`config.mk`:
```
export PLATFORM = sky130hd
export DESIGN_NAME = v20_bus_master
export DESIGN_NICKNAME = d
export VERILOG_FILES = /design/src/rtl/v20_bus_master.sv
export SDC_FILE = /design/constraint.sdc
export NUM_CORES = 1
export LEC_CHECK = 0
export CAP_MARGIN = 10
export CORE_MARGIN = 2
export CORE_UTILIZATION = 50
export CTS_CLUSTER_DIAMETER = 150
export DETAILED_ROUTE_END_ITERATION = 8
export PLACE_DENSITY = 0.83
export SETUP_SLACK_MARGIN = 0.1
export SKIP_LAST_GASP = 1
export SYNTH_ARGS = -nofsm -noshare
export SYNTH_HDL_FRONTEND = slang
export SYNTH_SLANG_ARGS = --single-unit
```
`constraint.sdc`:
```
create_clock -name iClk -period 3.86 [get_ports iClk]
set_input_delay 0.772 -clock iClk [delete_from_list [all_inputs] [get_ports iClk]]
set_output_delay 0.772 -clock iClk [all_outputs]
set_load 0.01 [all_outputs]
```
`src/rtl/v20_bus_master.sv`:
```
// V20 minimum-mode bus initiator: runs T1..T4 (plus Tw) memory/IO cycles from a simple
// request port, producing the multiplexed AD/AH, ALE, DT/R, IO/M, SSO and bus clock.
module v20_bus_master #(
    parameter int unsigned CLK_DIV  = 1,
    parameter int unsigned MAX_WAIT = 15
) (
    input  logic        iClk,
    input  logic        iRstN,
    input  logic        iReq,
    input  logic [19:0] iAddr,
    input  logic [7:0]  iData,
    input  logic        iWr,
    input  logic        iIo,
    output logic        oBusy,
    output logic        oAck,
    output logic [7:0]  oData,
    output logic        oTimeout,
    output logic        oBusClk,
    output logic        oAle,
    output logic [11:0] oAh,
    output logic [7:0]  oAdOut,
    output logic        oAdOe,
    input  logic [7:0]  iAdIn,
    output logic        oDtr,
    output logic        oIom,
    output logic        oSso,
    input  logic        iReady
);

    localparam int unsigned PHASES = 2 * CLK_DIV;
    localparam int unsigned CW     = (PHASES > 1) ? $clog2(PHASES) : 1;
    localparam logic [CW-1:0] CNT_LAST  = CW'(PHASES - 1);
    localparam logic [CW-1:0] CNT_HALF  = CW'(CLK_DIV);
    localparam logic [7:0]    WAIT_LAST = 8'(MAX_WAIT - 1);

    typedef enum logic [2:0] {
        StIdle,
        StT1,
        StT2,
        StT3,
        StTw,
        StT4
    } state_e;

    state_e        state_q, state_d;
    logic [CW-1:0] cnt_q;
    logic [7:0]    wait_q, wait_d;
    logic [19:0]   addr_q;
    logic [7:0]    wdata_q;
    logic          wr_q;
    logic          io_q;
    logic [7:0]    rdata_q;
    logic          abort_q;
    logic [7:0]    data_q;
    logic          ack_q;
    logic          timeout_q;
    logic          busy_q;

    logic tick;
    logic load;
    logic capture;
    logic abort;
    logic done;
    logic active;

    assign tick = (cnt_q == CNT_LAST);

    // Free-running phase counter; every state change is gated by tick.
    always_ff @(posedge iClk or negedge iRstN) begin
        if (!iRstN) begin
            cnt_q <= '0;
        end else if (tick) begin
            cnt_q <= '0;
        end else begin
            cnt_q <= cnt_q + CW'(1);
        end
    end

    always_ff @(posedge iClk or negedge iRstN) begin
        if (!iRstN) begin
            state_q <= StIdle;
            wait_q  <= '0;
        end else begin
            state_q <= state_d;
            wait_q  <= wait_d;
        end
    end

    always_comb begin
        state_d = state_q;
        wait_d  = wait_q;
        load    = 1'b0;
        capture = 1'b0;
        abort   = 1'b0;
        done    = 1'b0;
        unique case (state_q)
            StIdle: begin
                if (tick && iReq) begin
                    state_d = StT1;
                    load    = 1'b1;
                end
            end
            StT1: begin
                if (tick) state_d = StT2;
            end
            StT2: begin
                if (tick) state_d = StT3;
            end
            StT3: begin
                wait_d = '0;
                if (tick) begin
                    if (iReady) begin
                        state_d = StT4;
                        capture = 1'b1;
                    end else begin
                        state_d = StTw;
                    end
                end
            end
            StTw: begin
                if (tick) begin
                    wait_d = wait_q + 8'd1;
                    if (iReady) begin
                        state_d = StT4;
                        capture = 1'b1;
                    end else if (wait_q == WAIT_LAST) begin
                        // Responder never became ready: give up and finish the cycle.
                        state_d = StT4;
                        abort   = 1'b1;
                    end
                end
            end
            StT4: begin
                if (tick) begin
                    state_d = StIdle;
                    done    = 1'b1;
                end
            end
            default: state_d = StIdle;
        endcase
    end

    always_ff @(posedge iClk or negedge iRstN) begin
        if (!iRstN) begin
            addr_q  <= '0;
            wdata_q <= '0;
            wr_q    <= 1'b0;
            io_q    <= 1'b0;
        end else if (load) begin
            addr_q  <= iAddr;
            wdata_q <= iData;
            wr_q    <= iWr;
            io_q    <= iIo;
        end
    end

    // Read data is staged in rdata_q so oData only changes together with oAck.
    always_ff @(posedge iClk or negedge iRstN) begin
        if (!iRstN) begin
            rdata_q <= '0;
            abort_q <= 1'b0;
        end else if (load) begin
            abort_q <= 1'b0;
        end else if (capture) begin
            rdata_q <= iAdIn;
            abort_q <= 1'b0;
        end else if (abort) begin
            rdata_q <= 8'hFF;
            abort_q <= 1'b1;
        end
    end

    always_ff @(posedge iClk or negedge iRstN) begin
        if (!iRstN) begin
            data_q    <= '0;
            ack_q     <= 1'b0;
            timeout_q <= 1'b0;
            busy_q    <= 1'b0;
        end else begin
            ack_q     <= done;
            timeout_q <= done & abort_q;
            if (done) begin
                data_q <= rdata_q;
            end
            if (load) begin
                busy_q <= 1'b1;
            end else if (done) begin
                busy_q <= 1'b0;
            end
        end
    end

    assign active = (state_q != StIdle);

    always_comb begin
        oBusClk = (cnt_q < CNT_HALF);
        oAle    = (state_q == StT1) && (cnt_q < CNT_HALF);
        oAh     = active ? addr_q[19:8] : 12'h000;
        oDtr    = active & wr_q;
        oIom    = active & io_q;
        oSso    = ~active;
        oAdOe   = 1'b0;
        oAdOut  = 8'h00;
        if (state_q == StT1) begin
            oAdOe  = 1'b1;
            oAdOut = addr_q[7:0];
        end else if (active && wr_q) begin
            oAdOe  = 1'b1;
            oAdOut = wdata_q;
        end
    end

    assign oBusy    = busy_q;
    assign oAck     = ack_q;
    assign oData    = data_q;
    assign oTimeout = timeout_q;

endmodule

```
== Word-level counts from Yosys, hierarchy flattened ==
Index checks and enable logic that the tools add are counted.

* Register bits: 62
* Input port bits: 42
* Output and inout bits: 37
* Logic and storage cells: 83

* $add $sub $neg: 2
* Magnitude comparators: 1
* Equality and inequality tests: 13
* Multiplexer cells: 36
* Bitwise operators: 5
* Reductions and logical operators: 13

{| class="wikitable"
|+ Operators by type and width
! kind !! count
|-
| 8-bit 2-to-1 mux || 5
|-
| 3-bit 2-to-1 mux || 8
|-
| 1-bit 2-to-1 mux || 20
|-
| 3-bit one-hot mux with 6 select lines || 1
|-
| 8-bit one-hot mux with 2 select lines || 1
|-
| 12-bit 2-to-1 mux || 1
|-
| 2-bit inequality test (second input constant) || 6
|-
| 8-bit by 1-bit adder with 8-bit output (second input constant) || 1
|-
| 8-bit by 4-bit == test with 1-bit output (second input constant) || 1
|-
| 7-bit AND reduction || 1
|-
| 3-bit by 2-bit == test with 1-bit output (second input constant) || 2
|-
| 3-bit == test (second input constant) || 2
|-
| 2-bit nonzero test || 3
|-
| 3-bit nonzero test || 2
|-
| 2-bit AND reduction || 2
|-
| 1-bit bitwise AND || 3
|-
| 3-bit by 1-bit == test with 1-bit output (second input constant) || 1
|-
| 1-bit logical AND || 3
|-
| 3-bit logical NOT || 1
|-
| 3-bit inequality test (second input constant) || 1
|-
| 1-bit NOT || 2
|-
| 2-bit OR reduction || 1
|-
| 1-bit adder (second input constant) || 1
|-
| 1-bit less-than comparator (second input constant) || 1
|}

== Longest topological paths before layout ==
Gate-level depths: netlist of the first run.

* Depth after elaboration: 8
* Depth in mapped cells: 6
* Depth with buffers taken out: 6

== Worst setup path after synthesis of the first run ==
OpenSTA, ideal clock, no wires.

* Kind: reg-to-output
* Start point: register state_q[2]
* End point: output port oAdOut[0]
* Arrival time: 1.191 ns
* Required time: 3.088 ns
* Path slack: 1.897 ns
* Stages on the path, launching flop included: 5
* Buffers on the path: 1
* Cell sequence: dfrtp_1 buf_2 nand2b_1 nor2_2 a22o_1

* Longest elaborated chain between the ends: 4
* Elaborated cells on any way between the ends: 5
* Those cells by class: eq/ne: 1; mux: 2; reduce/logical: 2

{| class="wikitable"
|+ Ends and longest elaborated chain
! what !! line !! text
|-
| start: declaration || 45 || <nowiki>state_e state_q, state_d;</nowiki>
|-
| start signal: assignment || 81 || <nowiki>state_q <= StIdle;</nowiki>
|-
| start signal: assignment || 84 || <nowiki>state_q <= state_d;</nowiki>
|-
| 3-bit nonzero test || 193 || <nowiki>assign active = (state_q != StIdle);</nowiki>
|-
| 1-bit logical AND || 207 || <nowiki>end else if (active && wr_q) begin</nowiki>
|-
| 8-bit 2-to-1 mux || 207 ||
|-
| 8-bit 2-to-1 mux (*) || 204 || <nowiki>if (state_q == StT1) begin</nowiki>
|-
| end: declaration || 21 || <nowiki>output logic [7:0] oAdOut,</nowiki>
|}

Mark *: on every way between the ends. The rest lies on a longest branch, timed or not.

== Final worst setup path of the first run ==
* Start point: register state_q[0]
* End point: output port oAdOut[3]

The elaborated chain is that of the path after synthesis.

==> summary.md, run 1 <==
| Metric | Value |
|---|---|
| Gpl congestion | `0.786` |
| Io pins | `79` |
| Cts-stage hold buffer count | `0` |
| Cells along the critical path | `nand2b_1, nor2_2, a22o_1, clkdlybuf4s50_1` |
| Hpwl dp | `3.75 mm` |
| Reg-to-reg setup timing slack | `1.45 ns` |
| Met3 Usage GRT | `7.47%` |
| Hold Crit Depth | `1` |
| Die area | `~6200 um^2` |
| ANT nets after route | `0` |
| First-pass GRT wire length | `9.04 mm` |
| Post-CTS setup buffer count | `0` |
| Vias per cell | `5.22` |
| Fin. Hold Viols | `0` |
| RR Startpoint | `state_q[1]` |
| Sequential share of the synthesized area | `55.7%` |
| Final WL | `5.32 mm` |
| Vias in the first global route | `roughly 2000` |
| H-tree lvl count | `3` |
| Port bufs | `78` |
| Worst reg2reg path endpoint | `addr_q[1]` |
| Synth cell types | `41` |
| Achievable frequency | `329 MHz` |
| Reg2reg path depth | `5` |
| Share of cells above drive strength 1 | `7.38%` |
| Hold/Removal Path Class | `reg -> reg` |
| Drt wl/cell | `14.4 um` |
| Max Root-Sink Buffers | `2` |
| Clock latency on the worst-skew pair | `0.33 ns` |
| Post-CTS resize count | `0` |
| Syn Area/Cell | `13.0 um^2` |
| GRT Max-Usage Layer | `met2` |
| Pleak | `between 1.5 and 2 nW` |
| Post-synth top area share | `55.7%` |
| Crit-path leading delay family | `flip-flops` |
| Mapped Cells | `215` |
| Vias post-DR | `just under 2000` |
| Clock Tree Root | `clkbuf_8` |
| Clock edge transition at the registers on the reported setup and hold paths | `around 0.06 ns` |
| Slew @ Worst Pin | `0.860 ns` |
| Max Cap Viol | `0` |
| Buf/Inv on CP | `1` |
| Chip Height | `around 79 um` |
| Fillers | `just under 400` |
| Crit Path Category | `reg -> out` |
| Critical path arrival | `roughly 2.3 ns` |
| Met2 Use GR | `approximately 28%` |
| Post-synth EDFFs | `0` |
| Crit. End Element | `primary output` |
| Initial antenna violation count | `0` |
| CTS tree | `done` |
| Sink Count | `62` |
| Commonest cells after routing, fill and taps aside | `77 x clkdlybuf4s50_1, 62 x dfrtp_1, 38 x mux2_1, 15 x nor2b_1` |
| Die Wd | `78.7 um` |
| Ranking of synthesized cells by area | `dfrtp_1 56%, mux2_1 15%, nor2b_1 3.4%` |
| Synth Flop Type | `dfrtp_1` |
| Maximum vdd ir drop | `0.552 mV` |
| CTS Buf Count | `9` |
| # rows | `27` |
| Worst path slowest cell | `dfrtp_1` |
| Core Box Area | `5440 um^2` |
| Syn_nets | `259` |
| Most common cell after layout, fill and taps aside | `clkdlybuf4s50_1` |
| P per Cell Area | `769 nW/um^2` |
| CP required | `3.09 ns` |
| Status | `completed` |
| Largest net degree at the start of global routing | `between 40 and 50` |
| Setup_tns | `0 ns` |
| Unrepaired setup endpoints after global routing | `false` |
| Setup Skew | `0.00655 ns` |
| NumNets Final | `338` |
| Levels on crit path | `4` |
| Slew Limit Headroom | `42.6%` |
| Crit path max fanout | `14` |
| #FFs+latches synth | `62` |
| GRT Util Overall | `18.9%` |
| Pre-antenna DRT Iters | `4` |
| Final Setup Violations | `0` |
| Critical path origin | `state_q[0]` |
| Fraction of registers with async set/reset | `100%` |
| Iter 0 DRT Violations | `64` |
| Post-synthesis cell area | `2790 um^2` |
| Crit path largest cell delay | `0.61 ns` |
| Min Tclk post-route | `3.04 ns` |
| DRC Markers | `0` |
| Met1 usage | `24.2%` |
| Synth Warn # | `0` |
| Max Slew Vio Count | `0` |
| Setup crit end | `oAdOut[3]` |
| CP Launch Type | `flop` |
| Initial Util | `between 50% and 60%` |
| Antenna cells | `0` |
| Total grt overflow | `0` |
| Design Power | `2.91 mW` |
| Final worst path period share | `78.8%` |
| Leading area contributor after synthesis | `dfrtp_1` |
| Area delta synth->final | `35.6%` |
-- synth_stat cells (all sizes together) (2+ instances only) --
cell type   n
and2        2
buf        12
and4        2
nand4       4
xor2        6
nor3        3
a22o        9
nor2b      15
o22a        8
nand3       3
dfrtp      62
and3        2
inv         4
nor3b       3
ha          2
o21ai       2
nor2       10
nand2b      3
nand2       6
mux2       38
a21oi       5
-- logic make-up (layout without fill, tap and decap cells) --
| logic type | after synthesis | in the layout | synth area share [%] |
|---|---|---|---|
| simple gates | 59 | 59 | 13.0 |
| fa+ha+maj | 2 | 2 | 0.898 |
| compound gates | 30 | 30 | 8.76 |
| flops | 62 | 62 | 55.7 |
| buf+inv | 17 | 100 | 4.13 |
| xor+xnor | 7 | 7 | 2.20 |
| mux | 38 | 38 | 15.4 |
-- registers in the layout, summed over array words and instances, names as in the netlist, 3 cells and up --
| name | flops |
|---|---|
| addr_q | 20 |
| oData | 8 |
| rdata_q | 8 |
| wait_q | 8 |
| wdata_q | 8 |
| state_q | 3 |
-- through the flow --
stage,utilization (%),instances,hold WS (ns),worst slack [ns],instance area (um^2)
final,69.5,370,0.480,0.818,3780
after global routing,69.5,370,0.495,0.643,3780
after CTS,69.5,370,0.485,0.801,3780
after detailed placement,65.7,355,0.470,1.18,3570
after global placement,65.7,355,0.460,1.16,3570
after floorplan,-,215,0.450,1.90,2790
-- per-layer routing --
| layer | vias to the layer above | wire, um |
|---|---|---|
| li1 | 922 | - |
| met1 | 933 | 2310 |
| met5 | - | 0 |
| met4 | 0 | 47 |
| met3 | 5 | 525 |
| met2 | 73 | 2430 |
-- worst register-to-register path: stages (launching register included) --
cell     delay, ns
dfrtp_1       0.61
nor3_2        0.25
buf_4         0.23
and3_1        0.44
buf_4         0.38
mux2_1        0.37
-- cell type report --
cell class / instances / area [um^2] / share of cell area [%]
clock buffers: 11 / 131 / 3.48
clock inverters: 4 / 72.6 / 1.92
inverters: 4 / 15.0 / 0.397
multi-input cells: 136 / 1120 / 29.6
flip-flops and latches: 62 / 1550 / 41.1
well taps: 72 / 90.1 / 2.38
repair buffers: 81 / 798 / 21.1
-- worst min path at each step --
| stage | from | slack [ns] | endpoint |
|---|---|---|---|
| after floorplan | addr_q[10] | 0.45 | addr_q[10] |
| after global placement | addr_q[17] | 0.46 | addr_q[17] |
| after detailed placement | rdata_q[5] | 0.47 | rdata_q[5] |
| after CTS | rdata_q[5] | 0.48 | rdata_q[5] |
| after global routing | rdata_q[3] | 0.49 | rdata_q[3] |
| final | addr_q[10] | 0.48 | addr_q[10] |
-- power breakdown --
part	switching, mW	leakage (nW)	internal, mW	total, mW
Sequential	0.180	0.756	0.916	1.10
Combinational	0.505	0.753	0.716	1.22
Clock	0.231	0.0994	0.359	0.590
Total	0.916	1.61	1.99	2.91
Power figures use the tool's default switching activity.
==> run 2: changes to the inputs <==
--- a/config.mk
+++ b/config.mk
@@ -7,10 +7,10 @@
 export LEC_CHECK = 0
 export CAP_MARGIN = 10
 export CORE_MARGIN = 2
-export CORE_UTILIZATION = 50
+export CORE_UTILIZATION = 47
 export CTS_CLUSTER_DIAMETER = 150
 export DETAILED_ROUTE_END_ITERATION = 8
-export PLACE_DENSITY = 0.83
+export PLACE_DENSITY = 0.79
 export SETUP_SLACK_MARGIN = 0.1
 export SKIP_LAST_GASP = 1
 export SYNTH_ARGS = -nofsm -noshare
==> constraint.sdc (replaced) <==
create_clock -name iClk -period 3.06 [get_ports iClk]
set_input_delay 0.612 -clock iClk [delete_from_list [all_inputs] [get_ports iClk]]
set_output_delay 0.612 -clock iClk [all_outputs]
set_load 0.01 [all_outputs]
==> summary.md, run 2 (synthesis results as in run 1) <==
| Metric | Value |
|---|---|
| Max Cap Viol | `0 (unchanged)` |
| Fillers | `455 (+16%)` |
| Cts-stage hold buffer count | `0 (unchanged)` |
| Max reg flops | `20 (unchanged)` |
| Pre-antenna DRT Iters | `4 (unchanged)` |
| Port bufs | `78 (unchanged)` |
| Internal power | `2.49 mW (+25%)` |
| Crit path max fanout | `14 (unchanged)` |
| CTS Buf Count | `9 (unchanged)` |
| Antenna cells | `0 (unchanged)` |
| Setup Skew | `0.00803 ns (+0.00148 ns)` |
| Clock Tree Root | `clkbuf_8` |
| Final WL | `5.76 mm (+8.3%)` |
| Sequential Power Share | `37.7% (about the same)` |
| Drt wl/cell | `15.3 um (+6.6%)` |
| Achievable frequency | `around 360 MHz` |
| NumNets Final | `340 (+0.59%)` |
| Die Wd | `81.0 um (+3.0%)` |
| Final Setup Violations | `0 (unchanged)` |
| Slew Limit Headroom | `44.4% (+1.8 points)` |
| Final core occ | `65.6% (-3.9 points)` |
| Die area | `6560 um^2 (+6.1%)` |
| Status | `completed` |
| Crit Path Category | `reg -> out` |
| Max Slew Vio Count | `0 (unchanged)` |
| Min Tclk post-route | `2.75 ns` |
| CP required | `2.45 ns (-0.64 ns)` |
| Max Root-Sink Buffers | `2 (unchanged)` |
| Largest reg by FF count | `addr_q` |
| Hold_ws | `0.355 ns (-0.125 ns)` |
| Chip Height | `81.0 um (+3.0%)` |
| Vias per cell | `5.22 (about the same)` |
| First-pass GRT wire length | `9.26 mm (+2.4%)` |
| Clock latency on the worst-skew pair | `0.34 ns (about the same)` |
| Switch share | `32.6% (+1.1 points)` |
| Core Box Area | `5820 um^2 (+6.9%)` |
| GRT Util Overall | `19.0% (+0.18 points)` |
| Unrepaired setup endpoints after global routing | `false` |
| DRC Markers | `0 (unchanged)` |
| CP Launch Type | `flop` |
| H-tree lvl count | `3 (unchanged)` |
| Switching power | `1.21 mW (+32%)` |
| Share of cells above drive strength 1 | `9.63% (+2.3 points)` |
| Post-CTS setup buffer count | `0 (unchanged)` |
| Hold/Removal Path Class | `in -> async` |
| Crit. End Element | `primary output` |
| Clock Power Share | `20.2% (about the same)` |
| Slew @ Worst Pin | `0.834 ns (-0.0266 ns)` |
| Logic pwr share | `42.2% (+0.2 points)` |
| Largest net degree at the start of global routing | `37 (-9.8%)` |
| Setup_tns | `0 ns (unchanged)` |
| Sink Count | `62 (unchanged)` |
| # rows | `28 (+3.7%)` |
| Final worst path period share | `89.9%` |
| Area occupied by registers | `1550 um^2 (+0.16%)` |
| Initial antenna violation count | `0 (unchanged)` |
| Clock edge transition at the registers on the reported setup and hold paths | `0.07 ns (about the same)` |
| Most common cell after layout, fill and taps aside | `clkdlybuf4s50_1` |
| Pleak | `1.62 nW (+0.55%)` |
| Fin. Hold Viols | `0 (unchanged)` |
| Initial Util | `47.9% (-3.3 points)` |
| Gpl congestion | `0.747 (-5.0%)` |
| Iter 0 DRT Violations | `79 (+23%)` |
| Vias post-DR | `1964 (+1.6%)` |
| Maximum vdd ir drop | `0.744 mV (+35%)` |
| Multi-input gate area | `1130 um^2 (+1.0%)` |
| Commonest cells after routing, fill and taps aside | `77 x clkdlybuf4s50_1, 60 x dfrtp_1, 38 x mux2_1, 15 x nor2b_1, 11 x clkbuf_8` |
| Total grt overflow | `0 (unchanged)` |
| P per Cell Area | `970 nW/um^2 (+26%)` |
| Area delta synth->final | `37.0%` |
| ANT nets after route | `0 (unchanged)` |
| Vias in the first global route | `1948 (-3.0%)` |
| Hpwl dp | `4.00 mm (+6.8%)` |
| Critical path arrival | `2.14 ns (-0.13 ns)` |
| Io pins | `79 (unchanged)` |
| CTS tree | `done` |
[run 2: cell count changes in the layout (fill, tap and decap cells not counted), moves of 2 or more]
| cell | previous run | this run |
|---|---|---|
| buf_4 | 3 | 5 |
| clkbuf_1 | 2 | 0 |
| clkbuf_8 | 9 | 11 |
| clkinvlp_4 | 1 | 3 |
| dfrtp_1 | 62 | 60 |
| dfrtp_2 | 0 | 2 |
[run 2: layer usage]
metal,up-vias,routed length (um),track usage [%]
met5,-,0,0
met4,0,111,8.64
met3,11,373,6.56
met2,64,2740,30.2
met1,966,2540,23.5
li1,923,-,-
[run 2: path summary, 6_finish.rpt]
check                           startpoint          to  slack (ns)  depth (start not counted)
worst max-delay path            state_q[2]   oAdOut[0]        0.31                          4
worst min-delay path                 iRstN  rdata_q[4]        0.35                          1
worst max register to register  state_q[1]   addr_q[4]        0.94                          5
worst min register to register  addr_q[18]  addr_q[18]        0.48                          1
max in group asynchronous            iRstN       cnt_q        1.96                          2
min in group iClk               addr_q[18]  addr_q[18]        0.48                          1
[run 2: cell type report]
| type | count | share of cell area (%) |
|---|---|---|
| Timing Repair Buffer | 83 | 21.3 |
| Clock inverter | 5 | 1.51 |
| Clock buffer | 11 | 3.97 |
| Inverter | 4 | 0.393 |
| Multi-Input combinational cell | 136 | 29.6 |
| Tap cell | 75 | 2.46 |
| Sequential cell | 62 | 40.7 |
[run 2: repair_timing]
| item | in CTS | in global routing |
|---|---|---|
| setup endpoints to repair | 0 | 18 |
| resized for setup | 0 | 4 |
| hold endpoints to repair | 0 | 0 |
[run 2: worst max-delay path, stage by stage, from the launching register on]
cell             delay, ns
dfrtp_1               0.53
nand2b_1              0.29
nor2_4                0.24
a22o_1                0.21
clkdlybuf4s50_1       0.54
[run 2: power by group through the flow]
stage	clock (mW)	sequential (mW)	combinational, mW
3_5_place_dp	0	1.39	1.56
4_1_cts	0.753	1.38	1.57
3_3_place_gp	0	1.38	1.53
2_1_floorplan	0	1.32	0.918
5_1_grt	0.796	1.45	1.69
6_report	0.746	1.39	1.56
[run 2: stage by stage]
step / power [mW] / instance area, um^2 / cells / setup WS [ns]
5_1_grt: 3.93 / 3820 / 376 / 0.194
4_1_cts: 3.71 / 3800 / 376 / 0.109
6_report: 3.70 / 3820 / 376 / 0.310
2_1_floorplan: 2.24 / 2790 / 215 / 1.26
3_5_place_dp: 2.95 / 3590 / 360 / 0.501
3_3_place_gp: 2.91 / 3590 / 360 / 0.570
==> run 3: changes to the inputs <==
--- a/config.mk
+++ b/config.mk
@@ -11,6 +11,7 @@
 export CTS_CLUSTER_DIAMETER = 150
 export DETAILED_ROUTE_END_ITERATION = 8
 export PLACE_DENSITY = 0.79
+export REMOVE_ABC_BUFFERS = 1
 export SETUP_SLACK_MARGIN = 0.1
 export SKIP_LAST_GASP = 1
 export SYNTH_ARGS = -nofsm -noshare
==> summary.md, run 3 (synthesis results as in run 1) <==
| Metric | Value |
|---|---|
| Min Tclk post-route | `2.76 ns (+0.00577 ns)` |
| Worst path slowest cell | `dfrtp_1` |
| Vias per cell | `5.24 (+0.25%)` |
| Commonest cells after routing, fill and taps aside | `77 x clkdlybuf4s50_1, 62 x dfrtp_1, 38 x mux2_1, 15 x nor2b_1` |
| Slew Limit Headroom | `38.0% (-6.4 points)` |
| Slew @ Worst Pin | `0.930 ns (+0.0958 ns)` |
| Hold/Removal Path Class | `in -> async` |
| Achievable frequency | `363 MHz (-0.21%)` |
| Clock edge transition at the registers on the reported setup and hold paths | `0.07 ns (about the same)` |
| Pre-antenna DRT Iters | `4 (unchanged)` |
| CP required | `2.45 ns (about the same)` |
| Most common cell after layout, fill and taps aside | `clkdlybuf4s50_1` |
| Crit path largest cell delay | `0.59 ns (+0.05 ns)` |
| Final worst path period share | `90.1% (+0.19 points)` |
| Hpwl dp | `4.15 mm (+3.8%)` |
| Crit Path Category | `reg -> out` |
| Die Wd | `81.0 um (unchanged)` |
| DRC Markers | `0 (unchanged)` |
| Reg-to-reg setup timing slack | `1.04 ns (+0.10 ns)` |
| Core Box Area | `5820 um^2 (unchanged)` |
| CTS Buf Count | `9 (unchanged)` |
| Unrepaired setup endpoints after global routing | `false` |
| Setup Skew | `0.00894 ns (+0.000908 ns)` |
| Total grt overflow | `0 (unchanged)` |
| GRT Util Overall | `20.0% (+0.97 points)` |
| First-pass GRT wire length | `9.57 mm (+3.4%)` |
| Largest net degree at the start of global routing | `43 (+16%)` |
| Share of cells above drive strength 1 | `8.64% (-1.0 points)` |
| Setup_tns | `0 ns (unchanged)` |
| Fin. Hold Viols | `0 (unchanged)` |
| ANT nets after route | `0 (unchanged)` |
| Cells along the critical path | `nand2b_1, nor2_4, a22o_1, clkdlybuf4s50_1` |
| Drt wl/cell | `15.7 um (+2.7%)` |
| Cts-stage hold buffer count | `0 (unchanged)` |
| Pleak | `1.63 nW (+0.54%)` |
| Maximum vdd ir drop | `0.535 mV (-28%)` |
| Clock Tree Root | `clkbuf_8` |
| Sink Count | `62 (unchanged)` |
| Crit. End Element | `primary output` |
| Max Slew Vio Count | `0 (unchanged)` |
| # rows | `28 (unchanged)` |
| H-tree lvl count | `3 (unchanged)` |
| Largest reg by FF count | `addr_q` |
| Max Cap Viol | `0 (unchanged)` |
| Vias post-DR | `1969 (+0.25%)` |
| CTS tree | `done` |
| Final Setup Violations | `0 (unchanged)` |
| Final WL | `5.92 mm (+2.7%)` |
| Max reg flops | `20 (unchanged)` |
| Design Power | `3.75 mW (+1.3%)` |
| P per Cell Area | `983 nW/um^2 (+1.4%)` |
| Initial antenna violation count | `0 (unchanged)` |
| Gpl congestion | `0.819 (+9.7%)` |
| Crit path max fanout | `14 (unchanged)` |
| Post-CTS setup buffer count | `0 (unchanged)` |
| Iter 0 DRT Violations | `71 (-10%)` |
| Antenna cells | `0 (unchanged)` |
| Status | `completed` |
| CP Launch Type | `flop` |
| Vias in the first global route | `2005 (+2.9%)` |
| NumNets Final | `340 (unchanged)` |
| Hold_ws | `0.419 ns (+0.0643 ns)` |
| Chip Height | `81.0 um (unchanged)` |
| Area delta synth->final | `36.8% (about the same)` |
| Port bufs | `78 (unchanged)` |
| Initial Util | `47.9% (unchanged)` |
| Io pins | `79 (unchanged)` |
| Die area | `6560 um^2 (unchanged)` |
| Clock latency on the worst-skew pair | `0.33 ns (about the same)` |
| Max Root-Sink Buffers | `2 (unchanged)` |
| Critical path arrival | `2.14 ns (about the same)` |
==> run 3: final cells by class <==
cell class	count	area [um^2]
fillers	472	2000
flip-flops and latches	62	1550
multi-input cells	136	1120
repair buffers	83	813
clock buffers	10	128
well taps	75	93.8
clock inverters	6	86.3
inverters	4	15.0
==> run 3: worst paths after layout <==
check,start,cells past startpoint,end
worst max-delay path,state_q[0],4,oAdOut[6]
worst min-delay path,iRstN,1,addr_q[12]
worst max register to register,state_q[0],5,addr_q[10]
worst min register to register,addr_q[9],1,addr_q[9]
max in group asynchronous,iRstN,2,wait_q[7]
min in group iClk,addr_q[9],1,addr_q[9]
==> run 3: through the flow <==
step | setup slack, ns | std cells | cell area, um^2 | utilization [%]
2_1_floorplan | 0.352 | 202 | 2690 | -
3_3_place_gp | 0.594 | 360 | 3590 | 61.8
3_5_place_dp | 0.529 | 360 | 3590 | 61.8
4_1_cts | 0.158 | 376 | 3810 | 65.5
5_1_grt | 0.123 | 376 | 3810 | 65.6
6_report | 0.304 | 376 | 3810 | 65.6
==> run 3: per-layer routing <==
metal	track usage [%]	up-vias	part of all wire [%]
met3	7.89	12	4.5
li1	-	923	-
met5	0	-	0
met4	10.2	0	2.5
met1	23.8	986	42
met2	31.5	48	51
==> run 3: repair_timing <==
item / 4_1_cts / 5_1_grt
setup endpoints to repair: 0 / 9
hold endpoints to repair: 0 / 0
resized for setup: 0 / 1
==> run 3: critical path: cells and delay by family (launching register included) <==
kind | cells | cell delay [ns]
flip-flops | 1 | 0.59
AND/OR/NAND/NOR | 2 | 0.49
AO/OA/AOI/OAI | 1 | 0.20
buffers and inverters | 1 | 0.53
==> run 3: report_power, final <==
part           leakage, nW  total (mW)  internal (mW)  switching, mW
clock                0.106       0.776          0.457          0.319
combinational        0.764        1.61          0.916          0.695
sequential           0.756        1.36           1.16          0.204
